[config.mk]
export PLATFORM = sky130hd
export DESIGN_NAME = netlist_sweep_ctrl
export DESIGN_NICKNAME = d
export VERILOG_FILES = /design/src/rtl/netlist_sweep_ctrl.sv
export SDC_FILE = /design/constraint.sdc
export NUM_CORES = 1
export LEC_CHECK = 0
export CAP_MARGIN = 0
export CORE_MARGIN = 8
export CORE_UTILIZATION = 40
export DETAILED_ROUTE_END_ITERATION = 8
export GPL_TIMING_DRIVEN = 0
export PLACE_DENSITY_LB_ADDON = 0.2
export SYNTH_ARGS = -nofsm -noshare
export SYNTH_HDL_FRONTEND = slang
export SYNTH_SLANG_ARGS = --single-unit
[constraint.sdc]
create_clock -name clk -period 5 [get_ports clk]
set_input_delay 1 -clock clk [delete_from_list [all_inputs] [get_ports clk]]
set_output_delay 1 -clock clk [all_outputs]
set_load 0.05 [all_outputs]
[src/rtl/netlist_sweep_ctrl.sv]
// Exhaustive / LFSR stimulus sweeper for a 7-input combinational netlist.
// Compacts the netlist response into a 16-bit signature and a ones count.
module netlist_sweep_ctrl #(
    parameter logic [15:0] SIG_POLY = 16'h1021,
    parameter logic [15:0] SIG_SEED = 16'h0000
) (
    input  logic        clk,
    input  logic        rst_n,
    input  logic        start,
    input  logic        mode,
    input  logic [3:0]  settle_cycles,
    input  logic        abort,
    output logic [6:0]  dut_in,
    input  logic        dut_out,
    output logic        busy,
    output logic        done,
    output logic [15:0] signature,
    output logic [7:0]  ones_count
);

    typedef enum logic [1:0] {
        S_IDLE,
        S_SETTLE,
        S_CAPTURE,
        S_DONE
    } state_t;

    state_t      state_q, state_d;
    logic [6:0]  vec_q, vec_d;
    logic [6:0]  vec_nxt;
    logic        last_vec;
    logic [3:0]  wait_q, wait_d;
    logic [3:0]  settle_q, settle_d;
    logic        mode_q, mode_d;
    logic [15:0] sig_q, sig_d;
    logic [15:0] sig_shift;
    logic [7:0]  ones_q, ones_d;
    logic        busy_q, busy_d;
    logic        done_q, done_d;

    // Mode 1 walks x^7+x^6+1, which never visits 7'h00.
    always_comb begin
        if (mode_q) begin
            vec_nxt  = {vec_q[5:0], vec_q[6] ^ vec_q[5]};
            last_vec = (vec_nxt == 7'h01);
        end else begin
            vec_nxt  = vec_q + 7'd1;
            last_vec = (vec_q == 7'h7f);
        end
    end

    always_comb begin
        sig_shift = {sig_q[14:0], 1'b0} ^ (sig_q[15] ? SIG_POLY : 16'h0000);
    end

    always_comb begin
        state_d  = state_q;
        vec_d    = vec_q;
        wait_d   = wait_q;
        settle_d = settle_q;
        mode_d   = mode_q;
        sig_d    = sig_q;
        ones_d   = ones_q;
        unique case (state_q)
            S_IDLE: begin
                if (start) begin
                    vec_d    = mode ? 7'h01 : 7'h00;
                    sig_d    = SIG_SEED;
                    ones_d   = 8'd0;
                    wait_d   = settle_cycles;
                    settle_d = settle_cycles;
                    mode_d   = mode;
                    state_d  = S_SETTLE;
                end
            end
            S_SETTLE: begin
                if (abort) begin
                    state_d = S_IDLE;
                end else if (wait_q == 4'd0) begin
                    state_d = S_CAPTURE;
                end else begin
                    wait_d = wait_q - 4'd1;
                end
            end
            S_CAPTURE: begin
                if (abort) begin
                    state_d = S_IDLE;
                end else begin
                    sig_d  = sig_shift ^ {15'b0, dut_out};
                    ones_d = ones_q + {7'b0, dut_out};
                    if (last_vec) begin
                        state_d = S_DONE;
                    end else begin
                        vec_d   = vec_nxt;
                        wait_d  = settle_q;
                        state_d = S_SETTLE;
                    end
                end
            end
            S_DONE: begin
                state_d = S_IDLE;
            end
            default: begin
                state_d = S_IDLE;
            end
        endcase
        busy_d = (state_d == S_SETTLE) || (state_d == S_CAPTURE);
        done_d = (state_d == S_DONE);
    end

    always_ff @(posedge clk) begin
        if (!rst_n) begin
            state_q  <= S_IDLE;
            vec_q    <= 7'h00;
            wait_q   <= 4'd0;
            settle_q <= 4'd0;
            mode_q   <= 1'b0;
            sig_q    <= SIG_SEED;
            ones_q   <= 8'd0;
            busy_q   <= 1'b0;
            done_q   <= 1'b0;
        end else begin
            state_q  <= state_d;
            vec_q    <= vec_d;
            wait_q   <= wait_d;
            settle_q <= settle_d;
            mode_q   <= mode_d;
            sig_q    <= sig_d;
            ones_q   <= ones_d;
            busy_q   <= busy_d;
            done_q   <= done_d;
        end
    end

    assign dut_in     = vec_q;
    assign busy       = busy_q;
    assign done       = done_q;
    assign signature  = sig_q;
    assign ones_count = ones_q;

endmodule

==> results of run 1 <==
[sequential cells by signal, summed over array words and instances (netlist names), 2 cells and up]
name and count:
dut_in 7, ones_count 8, wait_q 4, state_q 2
settle_q 4, signature 16
[cell type report]
type	instances	share of cell area (%)
Buffer	15	2.42
Clock buffer	6	2.95
Clock inverter	2	0.537
Inverter	10	1.34
Multi-Input combinational cell	187	43.0
Sequential cell	44	31.5
Tap cell	72	3.22
Timing Repair Buffer	42	15.0
[final timing paths]
kind	from	endpoint	depth (start not counted)
max reg2reg	state_q[1]	dut_in[5]	8
min reg2reg	settle_q[1]	settle_q[1]	2
max	abort	dut_in[5]	7
min	settle_q[1]	settle_q[1]	2
[logic make-up (layout without fill, tap and decap cells)]
logic type / after synthesis / in the layout / synth area share [%]
and+or+nand+nor: 97 / 97 / 21.0
adders and majority gates: 10 / 10 / 5.72
AOI/OAI and AO/OA: 63 / 63 / 21.1
xor gates and xnor gates: 11 / 11 / 4.40
muxes: 6 / 6 / 2.75
DFF: 44 / 44 / 40.3
buffers and inverters: 25 / 75 / 4.80
[layer usage]
layer	GRT usage [%]	wire length, um	vias to the layer above
met1	17.1	2580	917
met3	3.41	251	4
met4	4.72	46	0
li1	-	-	1000
met5	0	0	-
met2	20.6	2310	40
[power groups by stage]
stage | Clock [mW] | Sequential [mW] | Combinational [mW]
2_1_floorplan | 0 | 0.385 | 0.0909
3_3_place_gp | 0 | 0.379 | 0.132
3_5_place_dp | 0 | 0.379 | 0.133
6_report | 0.233 | 0.371 | 0.133
5_1_grt | 0.258 | 0.374 | 0.149
4_1_cts | 0.242 | 0.371 | 0.134
[worst max-delay path, cell delays in order]
cell and delay, ps:
clkdlybuf4s50_1 530, nand2b_1 210, a21o_1 270, clkbuf_1 430, nor2_1 100, o21ai_0 190, a21oi_1 80
[cell usage after synthesis (3+ instances only)]
library cell / number
a21oi_1: 13
xnor2_1: 4
dfxtp_1: 44
o211ai_1: 7
a22oi_1: 18
nand4_1: 4
and2_1: 5
inv_1: 9
o21ai_0: 7
nor2_1: 40
clkbuf_1: 10
nand3_1: 5
nand2b_1: 4
mux2i_1: 6
buf_2: 3
nand2_1: 27
ha_1: 10
xor2_1: 7
[through the flow]
stage | cell area, um2 | total power, mW | hold slack, ps | setup slack, ps
after global routing | 2800 | 0.781 | 485 | 2220
after floorplan | 2190 | 0.476 | 437 | 2770
after CTS | 2800 | 0.747 | 465 | 2340
after global placement | 2700 | 0.511 | 443 | 2020
after detailed placement | 2700 | 0.513 | 451 | 2030
final | 2800 | 0.737 | 467 | 2340
==> results.toml, run 1 <==
[run_status]
run_status = "finished clean"

[setup_path]
rrSetupSlack_ps = 2730
cp_data_required_time_ps = 5160
critical_path_class = "primary input to flip-flop"
critPathLaunchType = "primary input"
arrival_ps = 2820
worstSetupEndpointType = "flip-flop"
crit_path_max_fanout = 10

[pwr]
switching_power_mw = 0.210
p_int_mw = 0.527
powerDensity_nw_per_um2 = 264
cellLeakagePower_nw = 1.01
p_seq_share_pct = 50.4
clkPwrFrac_pct = 31.6
power_frac_comb_pct = 18.0
vdd_drop_max_mv = 0.146
sw_frac_of_total_pct = 28.5

[grt]
grt_pass1_vias = 1932
gr-total-overflow = 0
antenna_found_initial = 0
grt_max_degree = 15
grt_usage_pct = 13.2
grt_first_pass_wirelength_um = 9100

[clocking]
cts_tree = "yes"
cts_made_buffers = 5
cts_sinks = 44
clock_latency_ps = 290
postCtsSetupBuffers = 0
cts-resized-gates = 0
clock-root-buffer = "clkbuf_8"
cts_buffer_depth = 2
cts_hold_buffers = 0
clk_pin_slew_worst_paths_ps = 80
htreeDepth = 2

[sta]
slew_viol_final = 0
slew_headroom_pct = 62.8
fin_crit_sh_pct = 53.2
finalSetupViolCount = 0
rsz0062_at_grt = "no"
worst_pin_slew_ps = 558
clock_skew_ps = 7.56
fin_crit_ps = 2660
timing.setup.tns_ps = 0
hold_viol = 0
max_freq_mhz = 376

[place]
dp_cells = 370
port_buffers = 42
dp_hpwl_um = 3870
place_congestion = 0.796

[finish]
num-fill-cells = 555
diodes = 0
utilization_pct = 51.7
areaGrowthSynthToFinish_pct = 27.8
multi_input_area_um2 = 1200
drive_gt1_share_pct = 6.86
most-common-layout-cells = "44 x dfxtp_1, 42 x clkdlybuf4s50_1, 40 x nor2_1, 27 x nand2_1, 18 x a22oi_1"
instances_no_fill = 378
final_net_count = 325
layout_commonest_cell = "dfxtp_1"
final-seq-area_um2 = 881

[routing]
drc = 0
num_vias = 1961
drtAntennaViolNets = 0
drtIter0Drc = 82
first_pass_iters = 4
drt-wirelength-per-cell_um = 13.7
viasPerCell = 5.19
drt_wl_total_um = 5190

[synth]
synth_flop_cell = "dfxtp_1"
syn_inst = 256
synth_edf_count = 0
synth.largest_area_cell = "dfxtp_1"
ys_seq_area_share_pct = 40.3
synth-seq-cells = 44
ys.warnings.count = 0
netlist.area_leader.share_pct = 40.3
synth.distinct_cells = 44
synth_nets = 276
async_flop_share_pct = 0
synth_area_leaders = "dfxtp_1 40%, nor2_1 6.9%, a22oi_1 6.2%"
avgSynthCellArea_um2 = 8.54
syn_area_um2 = 2190

[die]
die_h_um = 89.9
start_util_pct = 40.5
core_area_um2 = 5410
dieArea_um2 = 8090
ios = 43
die_w_um = 89.9
row_count = 27

[flow_run]
cap_violations = 0

[hold_path]
hold_class = "flip-flop to flip-flop"
No activity file was read; power rests on OpenSTA's default activity.
==> run 2: changes to the inputs <==
==> constraint.sdc (replaced) <==
create_clock -name clk -period 2.58 [get_ports clk]
set_input_delay 0.516 -clock clk [delete_from_list [all_inputs] [get_ports clk]]
set_output_delay 0.516 -clock clk [all_outputs]
set_load 0.05 [all_outputs]
==> results of run 2 <==
Same layout as run 1 (identical final DEF). Status: finished clean.
Among the figures that moved: setup slack after placement 2030 ps -> 91.1 ps; setup slack after layout 2340 ps -> 306 ps; start point of the critical path abort -> state_q[1]; register-to-register setup slack 2730 ps -> 310 ps; total power 0.737 mW -> 1.43 mW; worst IR drop on VDD 0.146 mV -> 0.283 mV
==> run 3: changes to the inputs <==
--- a/config.mk
+++ b/config.mk
@@ -11,6 +11,7 @@
 export DETAILED_ROUTE_END_ITERATION = 8
 export GPL_TIMING_DRIVEN = 0
 export PLACE_DENSITY_LB_ADDON = 0.2
+export SETUP_SLACK_MARGIN = 0.3
 export SYNTH_ARGS = -nofsm -noshare
 export SYNTH_HDL_FRONTEND = slang
 export SYNTH_SLANG_ARGS = --single-unit
==> constraint.sdc (replaced) <==
create_clock -name clk -period 2.9 [get_ports clk]
set_input_delay 0.58 -clock clk [delete_from_list [all_inputs] [get_ports clk]]
set_output_delay 0.58 -clock clk [all_outputs]
set_load 0.05 [all_outputs]
==> results of run 3 <==
Same layout as run 1 (identical final DEF). Status: finished clean.
Among the figures that moved: setup slack after placement 2030 ps -> 347 ps; setup slack after layout 2340 ps -> 626 ps; start point of the critical path abort -> state_q[1]; register-to-register setup slack 2730 ps -> 630 ps; total power 0.737 mW -> 1.27 mW; worst IR drop on VDD 0.146 mV -> 0.251 mV
